File: src/rtl/mem_arbiter.sv
// Two-requester arbiter in front of a single-port memory: instruction fetch (I)
// and load/store (D) share one access per cycle, read data returns one cycle later.
module mem_arbiter #(
    parameter int N         = 32,
    parameter int M         = 10,
    parameter int PRIO_MODE = 0,
    parameter int CNT_W     = 16
) (
    input  logic             clk,
    input  logic             rst_n,
    input  logic             i_req,
    input  logic [M+1:0]     i_addr,
    output logic             i_ready,
    output logic             i_rvalid,
    output logic [N-1:0]     i_rdata,
    input  logic             d_req,
    input  logic             d_we,
    input  logic [M+1:0]     d_addr,
    input  logic [N-1:0]     d_mask,
    input  logic [N-1:0]     d_wdata,
    output logic             d_ready,
    output logic             d_rvalid,
    output logic [N-1:0]     d_rdata,
    output logic [M+1:0]     mem_address,
    output logic [N-1:0]     mem_mask,
    output logic             mem_wf,
    output logic [N-1:0]     mem_w,
    input  logic [N-1:0]     mem_v,
    output logic [CNT_W-1:0] conflict_cnt
);

    typedef enum logic {SIDE_I, SIDE_D} side_t;

    side_t          last_grant;
    logic           gnt_i, gnt_d;
    logic           rv_i, rv_d;
    logic [N-1:0]   hold_i, hold_d;

    // Grants are gated by rst_n so nothing reaches memory while reset is low.
    always_comb begin
        gnt_i = 1'b0;
        gnt_d = 1'b0;
        if (rst_n) begin
            if (i_req && d_req) begin
                if (PRIO_MODE == 1 || last_grant == SIDE_I) gnt_d = 1'b1;
                else                                        gnt_i = 1'b1;
            end else if (i_req) begin
                gnt_i = 1'b1;
            end else if (d_req) begin
                gnt_d = 1'b1;
            end
        end
    end

    assign i_ready = gnt_i;
    assign d_ready = gnt_d;

    always_comb begin
        mem_address = '0;
        mem_mask    = '0;
        mem_wf      = 1'b0;
        mem_w       = '0;
        if (gnt_i) begin
            mem_address = i_addr;
        end else if (gnt_d) begin
            mem_address = d_addr;
            mem_wf      = d_we;
            mem_mask    = d_mask;
            mem_w       = d_wdata;
        end
    end

    // rv_i / rv_d together form the response-owner register (neither set = NONE).
    always_ff @(posedge clk or negedge rst_n) begin
        if (!rst_n) begin
            rv_i         <= 1'b0;
            rv_d         <= 1'b0;
            last_grant   <= SIDE_D;
            conflict_cnt <= '0;
            hold_i       <= '0;
            hold_d       <= '0;
        end else begin
            rv_i <= gnt_i;
            rv_d <= gnt_d && !d_we;
            if (gnt_i)      last_grant <= SIDE_I;
            else if (gnt_d) last_grant <= SIDE_D;
            if (i_req && d_req && conflict_cnt != {CNT_W{1'b1}})
                conflict_cnt <= conflict_cnt + 1'b1;
            if (rv_i) hold_i <= mem_v;
            if (rv_d) hold_d <= mem_v;
        end
    end

    assign i_rvalid = rv_i;
    assign d_rvalid = rv_d;
    // Owner sees memory data live; the other side keeps its last response.
    assign i_rdata  = rv_i ? mem_v : hold_i;
    assign d_rdata  = rv_d ? mem_v : hold_d;

endmodule

File: config.mk
export PLATFORM = sky130hd
export DESIGN_NAME = mem_arbiter
export DESIGN_NICKNAME = d
export VERILOG_FILES = /design/src/rtl/mem_arbiter.sv
export SDC_FILE = /design/constraint.sdc
export NUM_CORES = 1
export LEC_CHECK = 0
export BUFFER_PORTS_ARGS = -buffer_cell sky130_fd_sc_hd__buf_2
export CORE_AREA = 2 2 110 112
export DETAILED_ROUTE_END_ITERATION = 8
export DIE_AREA = 0 0 112 114
export GPL_ROUTABILITY_DRIVEN = 0
export MAX_ROUTING_LAYER = met4
export PLACE_DENSITY = 0.68
export SETUP_SLACK_MARGIN = 0.3
export SLEW_MARGIN = 20
export SYNTH_ARGS = -nofsm -noshare
export SYNTH_HDL_FRONTEND = slang
export SYNTH_SLANG_ARGS = --single-unit
File: constraint.sdc
create_clock -name clk -period 2.5 [get_ports clk]
set_clock_uncertainty 0.2 [all_clocks]
set_input_delay 0.5 -clock clk [delete_from_list [all_inputs] [get_ports clk]]
set_output_delay 0.5 -clock clk [all_outputs]
set_load 0.02 [all_outputs]
==> Yosys cells after proc, flatten, opt, wreduce, memory -nomap -nowiden <==
Index checks and enable logic that the tools add are counted.
{ "word_totals": {"reg_bits": 83, "inputBits": 125, "out_inout_bits": 161, "word_cells": 34} }
{ "classes": {"n_addsub": 1, "n_eq_ne": 1, "muxes": 21, "n_reduce_logical": 5} }
{ "op_table": {"columns": ["op", "count"], "rows": [
  ["$mux 32", 6],
  ["$mux 12", 2],
  ["$add 16x1->16 const B", 1],
  ["$ne 16x16->1 const B", 1],
  ["$mux 1", 13],
  ["$logic_and 1x1->1", 3],
  ["$reduce_bool 2->1", 1],
  ["$logic_not 1->1", 1]
]} }

==> Depth between registers and ports, before layout <==
{ "logic_depth": {"depth_word": 6, "depth_mapped": 5, "depth_no_buf": 5} }

==> Least setup slack after synthesis <==
Ideal clock, no wire load.
{ "synth_path": {"kind": "register to output", "startpoint": "register last_grant", "endpoint": "output port mem_address[10]", "t_arrival_ns": 1.564, "required_ns": 1.800, "slack_ns": 0.236, "path_stages_with_launch": 5, "n_path_buf": 1, "cell_sequence": "dfstp_2 -> inv_1 -> a21oi_1 -> clkbuf_1 -> a22o_1"} }
{ "synth_lines": {"columns": ["item", "line", "source"], "rows": [
  ["start, declared", "34", "side_t last_grant;"],
  ["start signal, assigned", "78", "last_grant <= SIDE_D;"],
  ["start signal, assigned", "85", "if (gnt_i) last_grant <= SIDE_I;"],
  ["start signal, assigned", "86", "else if (gnt_d) last_grant <= SIDE_D;"],
  ["$mux 1", "45", "if (PRIO_MODE == 1 || last_grant == SIDE_I) gnt_d = 1'b1;"],
  ["$mux 1", "44", "if (i_req && d_req) begin"],
  ["$mux 1", "43", "if (rst_n) begin"],
  ["net i_ready", "13", "output logic i_ready,"],
  ["$mux 12", "63", "if (gnt_i) begin"],
  ["end, declared", "24", "output logic [M+1:0] mem_address,"]
]} }
The timed path passes the listed nets, and every way through them passes these cells.

==> Worst setup path in the final report <==
{ "layout_path": {"startpoint": "register last_grant", "endpoint": "output port mem_address[0]"} }
{ "layout_between": {"elab_chain_len": 5} }
{ "layout_lines": {"columns": ["item", "line", "source"], "rows": [
  ["$mux 1", "45", null],
  ["$mux 1", "44", null],
  ["$mux 1", "43", null],
  ["$mux 12", "65", "end else if (gnt_d) begin"],
  ["$mux 12 *", "63", null]
]} }
Mark *: on every way between the ends. The rest lies on a longest branch, timed or not.

==> Flow_metrics.wiki <==
{| class="wikitable"
! Metric !! Value
|-
| Outcome || complete, no violations
|-
| Category of the most critical setup path || reg2out
|-
| Drt first-iter violations || 236
|-
| Launch instance of the worst min-delay path || d_we
|-
| Number of clock buffers inserted by TritonCTS || 9
|-
| Routed Wire Length || 17300 um
|-
| Hold worst-path end || d_rvalid$_DFF_PN0_
|-
| Nets@finish || 770
|-
| Stage delay of the slowest cell on the critical path || 0.58 ns
|-
| Final Total Pwr || 5.60 mW
|-
| Die extent in x || 112 um
|-
| Maximum fanout count along the critical path || 5
|-
| Worst slew margin relative to its limit || 58.8%
|-
| Worst Path Required || 1.80 ns
|-
| Final ANT Viol Nets || 0
|-
| Net count after synthesis || 433
|-
| Ratio of routed vias to standard cells || 4.88
|-
| Setup Viol. Count Final || 0
|-
| Yosys warning total || 0
|-
| Synth Instances || 307
|-
| Starting utilization of the core area || 32.6%
|-
| Cell accounting for the most synthesized area || sky130_fd_sc_hd__dfrtp_1
|-
| Tightest Pin Transition || 0.613 ns
|-
| # fillers || 909
|-
| Slowest-stage cell, CP || sky130_fd_sc_hd__dfstp_2
|-
| Fin. max-slew vios || 0
|-
| Worst R2R Path Depth || 5
|-
| Post-synthesis sequential area ratio || 54.5%
|-
| Leakage power || 3.85 nW
|-
| Sum of negative setup slack || 0 ns
|-
| Sort of element at the end of the critical path || output pin
|-
| Post-Synthesis Cell Area || 3820 um^2
|-
| Count of boundary I/O pins || 286
|-
| Mean area per synthesized cell || 12.4 um^2
|-
| DRC viols || 0
|-
| Pin count of the biggest net entering global routing || 61
|-
| Reg clk slew, reported paths || 0.06 ns
|-
| Share of the synthesized area in the top cell type || 53.8%
|-
| Die Height || 114 um
|-
| Highest layer used for signal routing || met4
|-
| Via count of the first global-routing pass || 3602
|-
| Number of clock sinks seen by CTS || 83
|-
| Maximum achievable frequency || 422 MHz
|-
| Final Critical Period || 2.37 ns
|-
| RSZ-0062 raised after global routing || true
|-
| Netlist cell types || 33
|-
| Routed via count || 3884
|-
| Seq cells post-synth || 83
|-
| Overall fraction of global-route tracks in use || 21.5%
|-
| Insertion delay of the later-clocked pin in the worst-skew pair || 0.33 ns
|-
| Cell mode on critical path || sky130_fd_sc_hd__buf_6
|-
| Antenna violations before repair || 1
|-
| Met2 wire length || 9660 um
|-
| Maximum VDD drop || 483 uV
|-
| CTS max path bufs || 2
|-
| Capture instance of the worst register-to-register path || conflict_cnt[1]$_DFFE_PN0P_
|-
| Power density over the cells || 750 nW/um^2
|-
| Number of input and output port buffers inserted || 285
|-
| Ordered list of cells on the worst path || a21oi_4 > buf_6 > buf_12 > a22o_4 > buf_6
|-
| CP Launch Type || register
|-
| Mean routed wirelength per cell || 21.7 um
|-
| Number of max-capacitance violations reported || 0
|-
| CTS Root Buffer Type || sky130_fd_sc_hd__clkbuf_16
|-
| Fin. Hold Viols || 0
|-
| Worst Hold Path Cells || 2
|-
| Flop-to-flop setup slack || 0.41 ns
|-
| DPL Wire Length || 10700 um
|-
| Total global routing overflow || 0
|-
| Share of cells above drive strength 1 || 70.2%
|-
| Global-route wire length before repair || 20500 um
|-
| Classification of the worst-slack hold path || in2reg
|-
| Area added between synthesis and finish || 95.7%
|-
| First-pass iteration count of the detailed router || 4
|-
| Worst Path Arrival || 1.67 ns
|-
| Area of the die || 12800 um^2
|-
| Biggest area contributors in the synthesized netlist || sky130_fd_sc_hd__dfrtp_1, sky130_fd_sc_hd__mux2_2, sky130_fd_sc_hd__and2_1
|-
| Reg2reg start || conflict_cnt[0]$_DFFE_PN0P_
|-
| Met3 layer wire length in the routed design || 972 um
|-
| Number of standard-cell rows in the floorplan || 40
|-
| Clock tree from TritonCTS || done
|-
| Area of the core || 11700 um^2
|-
| Ratio of final minimum period to clock period || 94.7%
|-
| Maximum level of the CTS H-tree || 3
|-
| M1 WL || 6320 um
|}
-- cell families after synthesis --
family,synth area share [%]
buf+inv,1.87
xor+xnor,2.07
simple gates,16.9
mux,19.8
flops,54.5
compound gates,4.59
fa+ha+maj,0.328
-- metal layers --
metal | vias to the layer above | track usage (%)
met2 | 182 | 37.4
met5 | - | -
met4 | 0 | 6.50
met3 | 30 | 4.62
met1 | 1934 | 25.2
li1 | 1738 | -
-- final cells by class --
type | count | area, um^2 | share of cell area (%)
Timing Repair Buffer | 343 | 2940 | 39.4
Sequential cell | 83 | 2080 | 27.9
Multi-Input combinational cell | 205 | 1940 | 25.9
Clock buffer | 11 | 243 | 3.25
Tap cell | 147 | 184 | 2.46
Clock inverter | 4 | 73.8 | 0.988
Inverter | 2 | 7.51 | 0.101
Antenna cell | 1 | 2.50 | 0.0335
-- power by group --
group          total (mW)  internal (mW)  switching [mW]
sequential           1.80           1.64           0.159
combinational        2.38           1.25            1.13
clock                1.42          0.899           0.520
total                5.60           3.79            1.81
-- worst max-delay path: cells and delay by family, from the launching register on --
family / cells / cell delay (ns)
DFF: 1 / 0.58
buffers and inverters: 3 / 0.41
AOI/OAI and AO/OA: 2 / 0.33
-- repair_timing --
item                       CTS  global route
hold buffers                 1             0
setup endpoints to repair  108           203
gates cloned                 5            17
setup buffers                7            21
pin swaps                   12            17
hold endpoints to repair    17             0
resized for setup           58           241
-- worst max-delay path by stage --
stage / to / cells after the start / start
floorplan: mem_mask[12] / 5 / d_req
global placement: mem_address[0] / 6 / i_req
detailed placement: mem_address[0] / 6 / d_req
CTS: mem_address[9] / 5 / last_grant$_DFFE_PN1P_
global route: mem_w[19] / 7 / d_req
finish: mem_address[0] / 5 / last_grant$_DFFE_PN1P_
-- cell usage in the layout, fill, tap and decap left out, drive strengths merged, types with 4 or more instances in the layout --
cell type  synthesis  layout
mux2              67      67
nor3               4       4
buf                6     329
a21oi              8       8
a22o              12      12
dfrtp             82      82
xor2               5       5
nand2             10      10
clkbuf            11      24
nor2               5       5
and2              68      68
xnor2              4       4
-- synth_stat cells --
cell / count
sky130_fd_sc_hd__a21oi_1: 6
sky130_fd_sc_hd__a21oi_2: 2
sky130_fd_sc_hd__a22o_1: 12
sky130_fd_sc_hd__a31oi_1: 2
sky130_fd_sc_hd__and2_1: 68
sky130_fd_sc_hd__and3_1: 1
sky130_fd_sc_hd__and3_4: 1
sky130_fd_sc_hd__and4_1: 2
sky130_fd_sc_hd__buf_1: 6
sky130_fd_sc_hd__clkbuf_1: 11
sky130_fd_sc_hd__dfrtp_1: 82
sky130_fd_sc_hd__dfstp_2: 1
sky130_fd_sc_hd__ha_1: 1
sky130_fd_sc_hd__inv_1: 2
sky130_fd_sc_hd__mux2_1: 1
sky130_fd_sc_hd__mux2_2: 66
sky130_fd_sc_hd__nand2_1: 9
sky130_fd_sc_hd__nand2_2: 1
sky130_fd_sc_hd__nand3_1: 3
sky130_fd_sc_hd__nand4_1: 2
sky130_fd_sc_hd__nand4_2: 1
sky130_fd_sc_hd__nand4b_1: 1
sky130_fd_sc_hd__nand4bb_1: 1
sky130_fd_sc_hd__nor2_1: 5
sky130_fd_sc_hd__nor2b_1: 1
sky130_fd_sc_hd__nor3_1: 4
sky130_fd_sc_hd__nor3b_1: 1
sky130_fd_sc_hd__nor4b_2: 1
sky130_fd_sc_hd__o21ai_0: 2
sky130_fd_sc_hd__or3_1: 1
sky130_fd_sc_hd__or4_4: 1
sky130_fd_sc_hd__xnor2_1: 4
sky130_fd_sc_hd__xor2_1: 5
-- flip-flops by register name (all words and copies together), names as in the netlist --
signal        cells
hold_d           32
hold_i           32
conflict_cnt     16
d_rvalid          1
i_rvalid          1
last_grant        1
-- stage by stage --
stage / instance area (um^2) / cells / hold slack (ns) / util (%) / worst slack (ns)
global placement: 5460 / 729 / 0.276 / 46.6 / 0.204
floorplan: 3820 / 307 / 0.00441 / - / 0.359
detailed placement: 5460 / 729 / 0.273 / 46.6 / 0.207
CTS: 6170 / 757 / 0.141 / 52.7 / 0.117
finish: 7470 / 796 / 0.166 / 63.8 / 0.133
global route: 7470 / 796 / 0.156 / 63.8 / 0.0822
No activity file was read; power rests on OpenSTA's default activity.
